`src/rtl/ctrl_edicion_rtc.sv`:
```
// rtl/ctrl_edicion_rtc.sv - keyboard edit sequencer for the RTC field counters
// Turns PS/2 make codes into mode flags, field cursor, up/down strobes and a commit strobe.
module ctrl_edicion_rtc #(
    parameter int          N       = 8,
    parameter int          P       = 2,
    parameter int          NPOS    = 3,
    parameter int unsigned TIMEOUT = 32'd1_000_000_000
) (
    input  logic         clk,
    input  logic         rst,
    input  logic         key_valid,
    input  logic [N-1:0] key_code,
    output logic [P-1:0] posicion,
    output logic         f1,
    output logic         f2,
    output logic         f3,
    output logic         en_codigo,
    output logic [N-1:0] key_code_out,
    output logic         wr_rtc,
    output logic [1:0]   wr_sel
);

    localparam logic [N-1:0] K_F1    = N'(8'h05);
    localparam logic [N-1:0] K_F2    = N'(8'h06);
    localparam logic [N-1:0] K_F3    = N'(8'h04);
    localparam logic [N-1:0] K_LEFT  = N'(8'h6B);
    localparam logic [N-1:0] K_RIGHT = N'(8'h74);
    localparam logic [N-1:0] K_UP    = N'(8'h75);
    localparam logic [N-1:0] K_DOWN  = N'(8'h72);
    localparam logic [N-1:0] K_ENTER = N'(8'h5A);
    localparam logic [N-1:0] K_ESC   = N'(8'h76);

    localparam logic [31:0]  TERM = 32'(TIMEOUT - 1);
    localparam logic [P-1:0] LAST = P'(NPOS - 1);

    typedef enum logic [2:0] {
        IDLE,
        ED_HORA,
        ED_FECHA,
        ED_TIMER,
        COMMIT
    } state_t;

    state_t       state, state_nx;
    logic [31:0]  cnt, cnt_nx;
    logic [P-1:0] pos_nx;
    logic         en_nx;
    logic [N-1:0] kco_nx;
    logic         wr_nx;
    logic [1:0]   sel_nx;
    logic [1:0]   mode_sel;

    assign mode_sel = (state == ED_HORA)  ? 2'd1 :
                      (state == ED_FECHA) ? 2'd2 : 2'd3;

    always_ff @(posedge clk or posedge rst) begin
        if (rst) begin
            state        <= IDLE;
            cnt          <= '0;
            posicion     <= '0;
            f1           <= 1'b0;
            f2           <= 1'b0;
            f3           <= 1'b0;
            en_codigo    <= 1'b0;
            key_code_out <= '0;
            wr_rtc       <= 1'b0;
            wr_sel       <= 2'd0;
        end else begin
            state        <= state_nx;
            cnt          <= cnt_nx;
            posicion     <= pos_nx;
            // Flags follow the next state so they line up with the state register.
            f1           <= (state_nx == ED_HORA);
            f2           <= (state_nx == ED_FECHA);
            f3           <= (state_nx == ED_TIMER);
            en_codigo    <= en_nx;
            key_code_out <= kco_nx;
            wr_rtc       <= wr_nx;
            wr_sel       <= sel_nx;
        end
    end

    always_comb begin
        state_nx = state;
        pos_nx   = posicion;
        cnt_nx   = '0;
        en_nx    = 1'b0;
        kco_nx   = key_code_out;
        wr_nx    = 1'b0;
        sel_nx   = 2'd0;
        case (state)
            IDLE: begin
                pos_nx = '0;
                if (key_valid) begin
                    case (key_code)
                        K_F1:    state_nx = ED_HORA;
                        K_F2:    state_nx = ED_FECHA;
                        K_F3:    state_nx = ED_TIMER;
                        default: state_nx = IDLE;
                    endcase
                end
            end
            ED_HORA, ED_FECHA, ED_TIMER: begin
                if (key_valid) begin
                    // Any key, recognised or not, restarts the idle count (cnt_nx stays 0).
                    case (key_code)
                        K_F1: if (state != ED_HORA) begin
                            state_nx = ED_HORA;
                            pos_nx   = '0;
                        end
                        K_F2: if (state != ED_FECHA) begin
                            state_nx = ED_FECHA;
                            pos_nx   = '0;
                        end
                        K_F3: if (state != ED_TIMER) begin
                            state_nx = ED_TIMER;
                            pos_nx   = '0;
                        end
                        K_RIGHT: pos_nx = (posicion == LAST) ? '0 : posicion + P'(1);
                        K_LEFT:  pos_nx = (posicion == '0) ? LAST : posicion - P'(1);
                        K_UP, K_DOWN: begin
                            en_nx  = 1'b1;
                            kco_nx = key_code;
                        end
                        K_ENTER: begin
                            state_nx = COMMIT;
                            pos_nx   = '0;
                            wr_nx    = 1'b1;
                            sel_nx   = mode_sel;
                        end
                        K_ESC: begin
                            state_nx = IDLE;
                            pos_nx   = '0;
                        end
                        default: pos_nx = posicion;
                    endcase
                end else if (cnt == TERM) begin
                    state_nx = IDLE;
                    pos_nx   = '0;
                end else begin
                    cnt_nx = cnt + 32'd1;
                end
            end
            COMMIT: begin
                state_nx = IDLE;
                pos_nx   = '0;
            end
            default: begin
                state_nx = IDLE;
                pos_nx   = '0;
            end
        endcase
    end

endmodule

```
`config.mk`:
```
export PLATFORM = sky130hd
export DESIGN_NAME = ctrl_edicion_rtc
export DESIGN_NICKNAME = d
export VERILOG_FILES = /design/src/rtl/ctrl_edicion_rtc.sv
export SDC_FILE = /design/constraint.sdc
export NUM_CORES = 1
export LEC_CHECK = 0
export BUFFER_PORTS_ARGS = -buffer_cell sky130_fd_sc_hd__buf_2
export CELL_PAD_IN_SITES_DETAIL_PLACEMENT = 1
export CELL_PAD_IN_SITES_GLOBAL_PLACEMENT = 2
export CORE_MARGIN = 2
export CORE_UTILIZATION = 34
export CTS_CLUSTER_DIAMETER = 50
export DETAILED_ROUTE_END_ITERATION = 10
export PLACE_DENSITY = 0.79
export SETUP_SLACK_MARGIN = 0.1
export SYNTH_ARGS = -nofsm -noshare
export SYNTH_HDL_FRONTEND = slang
export SYNTH_SLANG_ARGS = --single-unit
```
`constraint.sdc`:
```
create_clock -name clk -period 1.8 [get_ports clk]
set_input_delay 0 -clock clk [delete_from_list [all_inputs] [get_ports clk]]
set_output_delay 0 -clock clk [all_outputs]
set_load 0.03 [all_outputs]
```
==> results.sh, run 1 <==
export IMPL_n_fill_cell=854
export IMPL_critPathKind="reg -> reg"
export IMPL_max_freq_ghz=0.563
export IMPL_synth_area_top_cells="dfrtp_1 49%, xnor2_1 6.9%, nor2_1 6.5%"
export IMPL_grt_max_degree=53
export IMPL_cts_buffers=5
export IMPL_gp_congestion=0.762
export IMPL_drt_iter0_markers=54
export IMPL_crit_path_end_kind="register"
export IMPL_power_frac_comb=0.132
export IMPL_cts_max_path_buffers=2
export IMPL_synthCells=271
export IMPL_avgSynthCellArea_um2=9.85
export IMPL_synth_top_area_frac=0.487
export IMPL_ys_types=48
export IMPL_p_leak_uw=0.00160
export IMPL_antenna_found_initial=0
export IMPL_netlist_area_um2=2670
export IMPL_vias=2305
export IMPL_overflow=0
export IMPL_grt_usage=0.176
export IMPL_tns_ps=0
export IMPL_wl_mm=7.65
export IMPL_worstPathRequired_ps=2010
export IMPL_drt_first_pass_iters=4
export IMPL_root_buffer="clkbuf_8"
export IMPL_setup_viol=0
export IMPL_area_growth_syn_to_layout_pct=38.8
export IMPL_drive_above_1_share=0.446
export IMPL_crit_end="cnt[31]"
export IMPL_dpl_cell_area_um2=3150
export IMPL_numClockSinks=52
export IMPL_portBuffers=27
export IMPL_switching_power_uw=640
export IMPL_synth_most_common_cell="dfrtp_1"
export IMPL_clock_latency_ps=320
export IMPL_place_inst=424
export IMPL_final_area_um2=3700
export IMPL_synth_top_flop_cell="dfrtp_1"
export IMPL_max_cap_violations=0
export IMPL_slew_viol_final=0
export IMPL_synth_top_area_cell="dfrtp_1"
export IMPL_start_kind="register"
export IMPL_clkPwrFrac=0.326
export IMPL_slew_headroom=0.551
export IMPL_synth_edf_count=0
export IMPL_tightestPinTransition_ps=673
export IMPL_holdPathStages=2
export IMPL_seqPwrFrac=0.542
export IMPL_vdd_drop_max_mv=0.289
export IMPL_synth_seq_area_share=0.487
export IMPL_cp_startpoint="cnt[5]"
export IMPL_fin_crit_sh=0.986
export IMPL_cp_max_fo=6
export IMPL_outcome="finished clean"
export IMPL_die_area_um2=8580
export IMPL_fp_dieH_um=92.6
export IMPL_wl_per_cell_um=17.1
export IMPL_cp_arrival_ps=1980
export IMPL_worstReg2RegEnd="cnt[31]"
export IMPL_min_path_type="in -> reg"
export IMPL_detail_route_antenna_nets=0
export IMPL_hold_viol=0
export IMPL_dp_final_hpwl_mm=4.73
export IMPL_nNetsFinal=359
export IMPL_synth_net_count=286
export IMPL_regToRegSetupSlack_ps=30
export IMPL_io_pins=28
export IMPL_drc_errors=0
export IMPL_skew_ps=11.2
export IMPL_grt_pass1_wl_mm=11.9
export IMPL_rr_startpoint="cnt[5]"
export IMPL_rsz0062_at_grt="yes"
export IMPL_htree_levels=2
export IMPL_die_w_um=92.6
export IMPL_reg2reg_depth=5
export IMPL_core_rowCount=32
export IMPL_async_flop_share=1.00
export IMPL_core_area_um2=7650
export IMPL_tritoncts="built"
export IMPL_grt_pass1_vias=2385
export IMPL_power_internal_uw=1580
export IMPL_vias_per_cell=5.16
export IMPL_p_total_uw=2220
export IMPL_timing_hold_ws_ps=12.4
export IMPL_antenna_cells=0
export IMPL_synthTopCellsByCount="52 x dfrtp_1, 46 x nor2_1, 21 x xnor2_1"
export IMPL_p_per_area_nw_per_um2=600
export IMPL_ys_warn_count=0
export IMPL_fin_crit_ps=1770
export IMPL_start_util=0.349
export IMPL_ys_ff_latch=52
export IMPL_clkTransAtPathRegs_ps=110
export IMPL_sw_frac_of_total=0.288
export IMPL_stdcell_count=447
-- how the worst min path moves through the flow --
stage	start	end	slack, ps
3_3_place_gp	rst	key_code_out[7]	220
4_1_cts	key_code[0]	key_code_out[1]	10
3_5_place_dp	rst	key_code_out[7]	230
2_1_floorplan	key_code[2]	key_code_out[2]	150
6_report	key_code[0]	key_code_out[1]	10
5_1_grt	key_code[0]	key_code_out[1]	40
-- area by class of cell --
cell class	count	area, µm²	area share
multi-input combinational	200	1590	0.429
sequential	52	1310	0.353
timing repair buffer	73	538	0.145
tap	102	128	0.0344
clock buffer	5	68.8	0.0186
inverter	12	45.0	0.0122
clock inverter	3	26.3	0.00709
-- power by group through the flow --
stage,logic [µW],clock network [µW],registers (µW)
after floorplan,109,0,1250
after global placement,212,0,1230
after detailed placement,221,0,1230
after CTS,247,757,1200
after global routing,322,802,1210
final,294,725,1210
-- repair_timing --
item                                    in CTS  in global routing
setup buffers                                6                  4
hold buffers                                 2                  0
cloned                                       1                  2
pin swaps                                    6                 23
resized for setup                           14                 68
endpoints found under the setup margin      39                 41
endpoints found under the hold margin       53                  0
-- critical path, cell delays in order (launching register included) --
cell and delay (ps):
dfrtp_1 440, nand4_1 150, or3_4 460, nor4_1 340, xnor2_1 230, nor2_4 40
-- logic make-up after synthesis --
kind of cell | count (synthesis) | share of synthesized area
AND/OR/NAND/NOR | 144 | 0.295
flip-flops | 52 | 0.487
multiplexers | 3 | 0.0122
AO/OA/AOI/OAI | 20 | 0.0623
buffers and inverters | 19 | 0.0295
adder cells (fa/ha/maj) | 4 | 0.0187
XOR/XNOR | 29 | 0.0951
-- registers in the layout, indices dropped and copies added (netlist names) --
register      count
cnt              32
en_codigo         1
f1                1
f2                1
f3                1
key_code_out      8
posicion          2
state             3
wr_rtc            1
wr_sel            2
-- metrics by stage --
step | setup slack [ps] | utilization
2_1_floorplan | 86.1 | -
3_3_place_gp | 4.79 | 0.412
3_5_place_dp | -69.2 | 0.412
4_1_cts | 26.8 | 0.443
5_1_grt | -78.3 | 0.484
6_report | 25.1 | 0.484
-- metal layers --
metal  share of wire  vias up  global-route usage
met4           0.020        0              0.0515
li1                -     1087                   -
met2            0.53       25               0.310
met1            0.43     1182               0.225
met3           0.018       11              0.0244
met5               0        -                   0
-- cells in the final DEF (no fill, tap or decap), types with 7 or more instances in the layout --
cell type | Yosys | routed
o21ai_0 | 7 | 7
nand2_1 | 17 | 16
nor2_4 | 0 | 13
xnor2_1 | 21 | 20
inv_1 | 10 | 9
nand2b_1 | 7 | 7
nor3_1 | 11 | 8
buf_2 | 6 | 27
xor2_1 | 8 | 8
buf_4 | 0 | 37
nor2_2 | 1 | 18
dfrtp_1 | 52 | 46
nor2_1 | 46 | 16
nand3_1 | 12 | 12
No activity file was read; power rests on OpenSTA's default activity.
==> inputs of run 2 (changes only) <==
--- a/config.mk
+++ b/config.mk
@@ -12,8 +12,9 @@
 export CORE_UTILIZATION = 34
 export CTS_CLUSTER_DIAMETER = 50
 export DETAILED_ROUTE_END_ITERATION = 10
-export PLACE_DENSITY = 0.79
+export PLACE_DENSITY = 0.76
 export SETUP_SLACK_MARGIN = 0.1
+export SLEW_MARGIN = 10
 export SYNTH_ARGS = -nofsm -noshare
 export SYNTH_HDL_FRONTEND = slang
 export SYNTH_SLANG_ARGS = --single-unit
==> results.sh, run 2 (same netlist as run 1, synthesis figures left out) <==
export IMPL_outcome="finished clean"
export IMPL_hold_start="key_code[0]"
export IMPL_critPathKind="reg -> reg"
export IMPL_gp_congestion=0.770
export IMPL_fin_crit_ps=1780
export IMPL_numClockSinks=52
export IMPL_clkPwrFrac=0.354
export IMPL_top_register="cnt"
export IMPL_overflow=0
export IMPL_max_cap_violations=0
export IMPL_wl_met2_mm=3.78
export IMPL_start_util=0.349
export IMPL_tritoncts="built"
export IMPL_drc_errors=0
export IMPL_antenna_found_initial=0
export IMPL_worstPathRequired_ps=1980
export IMPL_antenna_cells=0
export IMPL_io_pins=28
export IMPL_die_w_um=92.6
export IMPL_critical_path_buf_inv_count=1
export IMPL_hold_viol=0
export IMPL_vias_per_cell=5.05
export IMPL_n_fill_cell=822
export IMPL_met1_length_mm=3.35
export IMPL_grt_max_degree=31
export IMPL_power_frac_comb=0.139
export IMPL_switching_power_uw=629
export IMPL_drive_above_1_share=0.455
export IMPL_vdd_drop_max_mv=0.461
export IMPL_slowest_delay_ps=410
export IMPL_regToRegSetupSlack_ps=20
export IMPL_seq_area_um2=1300
export IMPL_wl_mm=7.43
export IMPL_clock_latency_ps=310
export IMPL_cts_buffers=5
export IMPL_grt_usage=0.175
export IMPL_die_area_um2=8580
export IMPL_critPathSlowestCell="dfrtp_1"
export IMPL_area_growth_syn_to_layout_pct=47.6
export IMPL_dp_final_hpwl_mm=4.88
export IMPL_grt_pass1_wl_mm=11.9
export IMPL_layout_cells_most_common="dfrtp_1"
export IMPL_detail_route_antenna_nets=0
export IMPL_p_leak_uw=0.00176
export IMPL_holdPathStages=2
export IMPL_start_kind="register"
export IMPL_clkTransAtPathRegs_ps=100
export IMPL_p_per_area_nw_per_um2=601
export IMPL_largest_reg_flops=32
export IMPL_max_freq_ghz=0.561
export IMPL_slew_viol_final=0
export IMPL_cp_max_fo=3
export IMPL_core_area_um2=7650
export IMPL_cp_arrival_ps=1960
export IMPL_path_cells="nor4b_2, and4_4, a31oi_4, buf_6, a221oi_4, nor2_1"
export IMPL_skew_ps=14.9
export IMPL_htree_levels=2
export IMPL_rsz0062_at_grt="yes"
export IMPL_nNetsFinal=370
export IMPL_reg2reg_depth=6
export IMPL_holdPathEnd="key_code_out[0]"
export IMPL_portBuffers=27
export IMPL_fp_dieH_um=92.6
export IMPL_mostFrequentLayoutCells="50 x dfrtp_1, 39 x buf_4, 27 x buf_2, 21 x nor2_1"
export IMPL_slew_headroom=0.598
export IMPL_rr_startpoint="cnt[18]"
export IMPL_highest_layer="met4"
export IMPL_tightestPinTransition_ps=594
export IMPL_min_path_type="in -> reg"
export IMPL_seqPwrFrac=0.507
export IMPL_drt_iter0_markers=64
export IMPL_crit_family="simple AND/OR/NAND/NOR gates"
export IMPL_wl_per_cell_um=16.2
export IMPL_final_core_utilization=0.515
export IMPL_vias=2311
export IMPL_crit_path_end_kind="register"
export IMPL_routed_wl_met3_um=215
export IMPL_root_buffer="clkbuf_8"
export IMPL_cts_max_path_buffers=2
export IMPL_core_rowCount=32
export IMPL_sw_frac_of_total=0.266
export IMPL_setup_viol=0
export IMPL_drt_first_pass_iters=4
export IMPL_fin_crit_sh=0.990
export IMPL_worstReg2RegEnd="f3"
export IMPL_tns_ps=0
export IMPL_path_depth=6
export IMPL_grt_pass1_vias=2491
export IMPL_reg_top3="cnt (32), key_code_out (8), state (3)"
export IMPL_power_internal_uw=1740
export IMPL_multi_input_area_um2=1670
run 2: routing by layer:
layer / vias to the layer above / GRT usage
met5: - / 0
met4: 0 / 0.0490
met3: 10 / 0.0350
met2: 34 / 0.299
met1: 1162 / 0.228
li1: 1105 / -
run 2: final cells by class:
type	instances	share of cell area
clock inverters	2	0.00984
inverters	12	0.0114
repair buffers	84	0.173
clock buffers	6	0.0184
multi-input cells	200	0.424
flip-flops and latches	52	0.331
well taps	102	0.0324
run 2: worst max path at each step:
stage,start,endpoint,slack [ps]
2_1_floorplan,cnt[0],f2,90
3_3_place_gp,cnt[12],f3,-20
3_5_place_dp,cnt[0],cnt[23],-50
4_1_cts,cnt[9],f1,1
5_1_grt,cnt[18],f1,-70
6_report,cnt[18],f3,20
run 2: repair_timing:
action / in CTS / in global routing
setup endpoints to repair: 39 / 39
hold buffers: 3 / 0
pin swaps: 8 / 40
gates cloned: 1 / 2
setup buffers: 10 / 14
hold endpoints to repair: 24 / 0
resized for setup: 22 / 75
run 2: power groups by stage:
stage	Combinational [µW]	Sequential, µW	Clock, µW
finish	329	1200	837
global route	359	1200	910
CTS	282	1200	861
detailed placement	231	1220	0
global placement	227	1220	0
floorplan	109	1250	0
run 2: stage by stage:
stage	cells	total power [µW]	setup WS (ps)	area, µm²	hold slack, ps
3_3_place_gp	420	1450	-20.3	3150	57.1
6_report	458	2370	17.7	3940	62.8
3_5_place_dp	420	1450	-48.9	3150	65.9
2_1_floorplan	271	1360	86.1	2680	151
5_1_grt	458	2470	-69.0	3940	69.2
4_1_cts	442	2340	1.11	3500	56.7
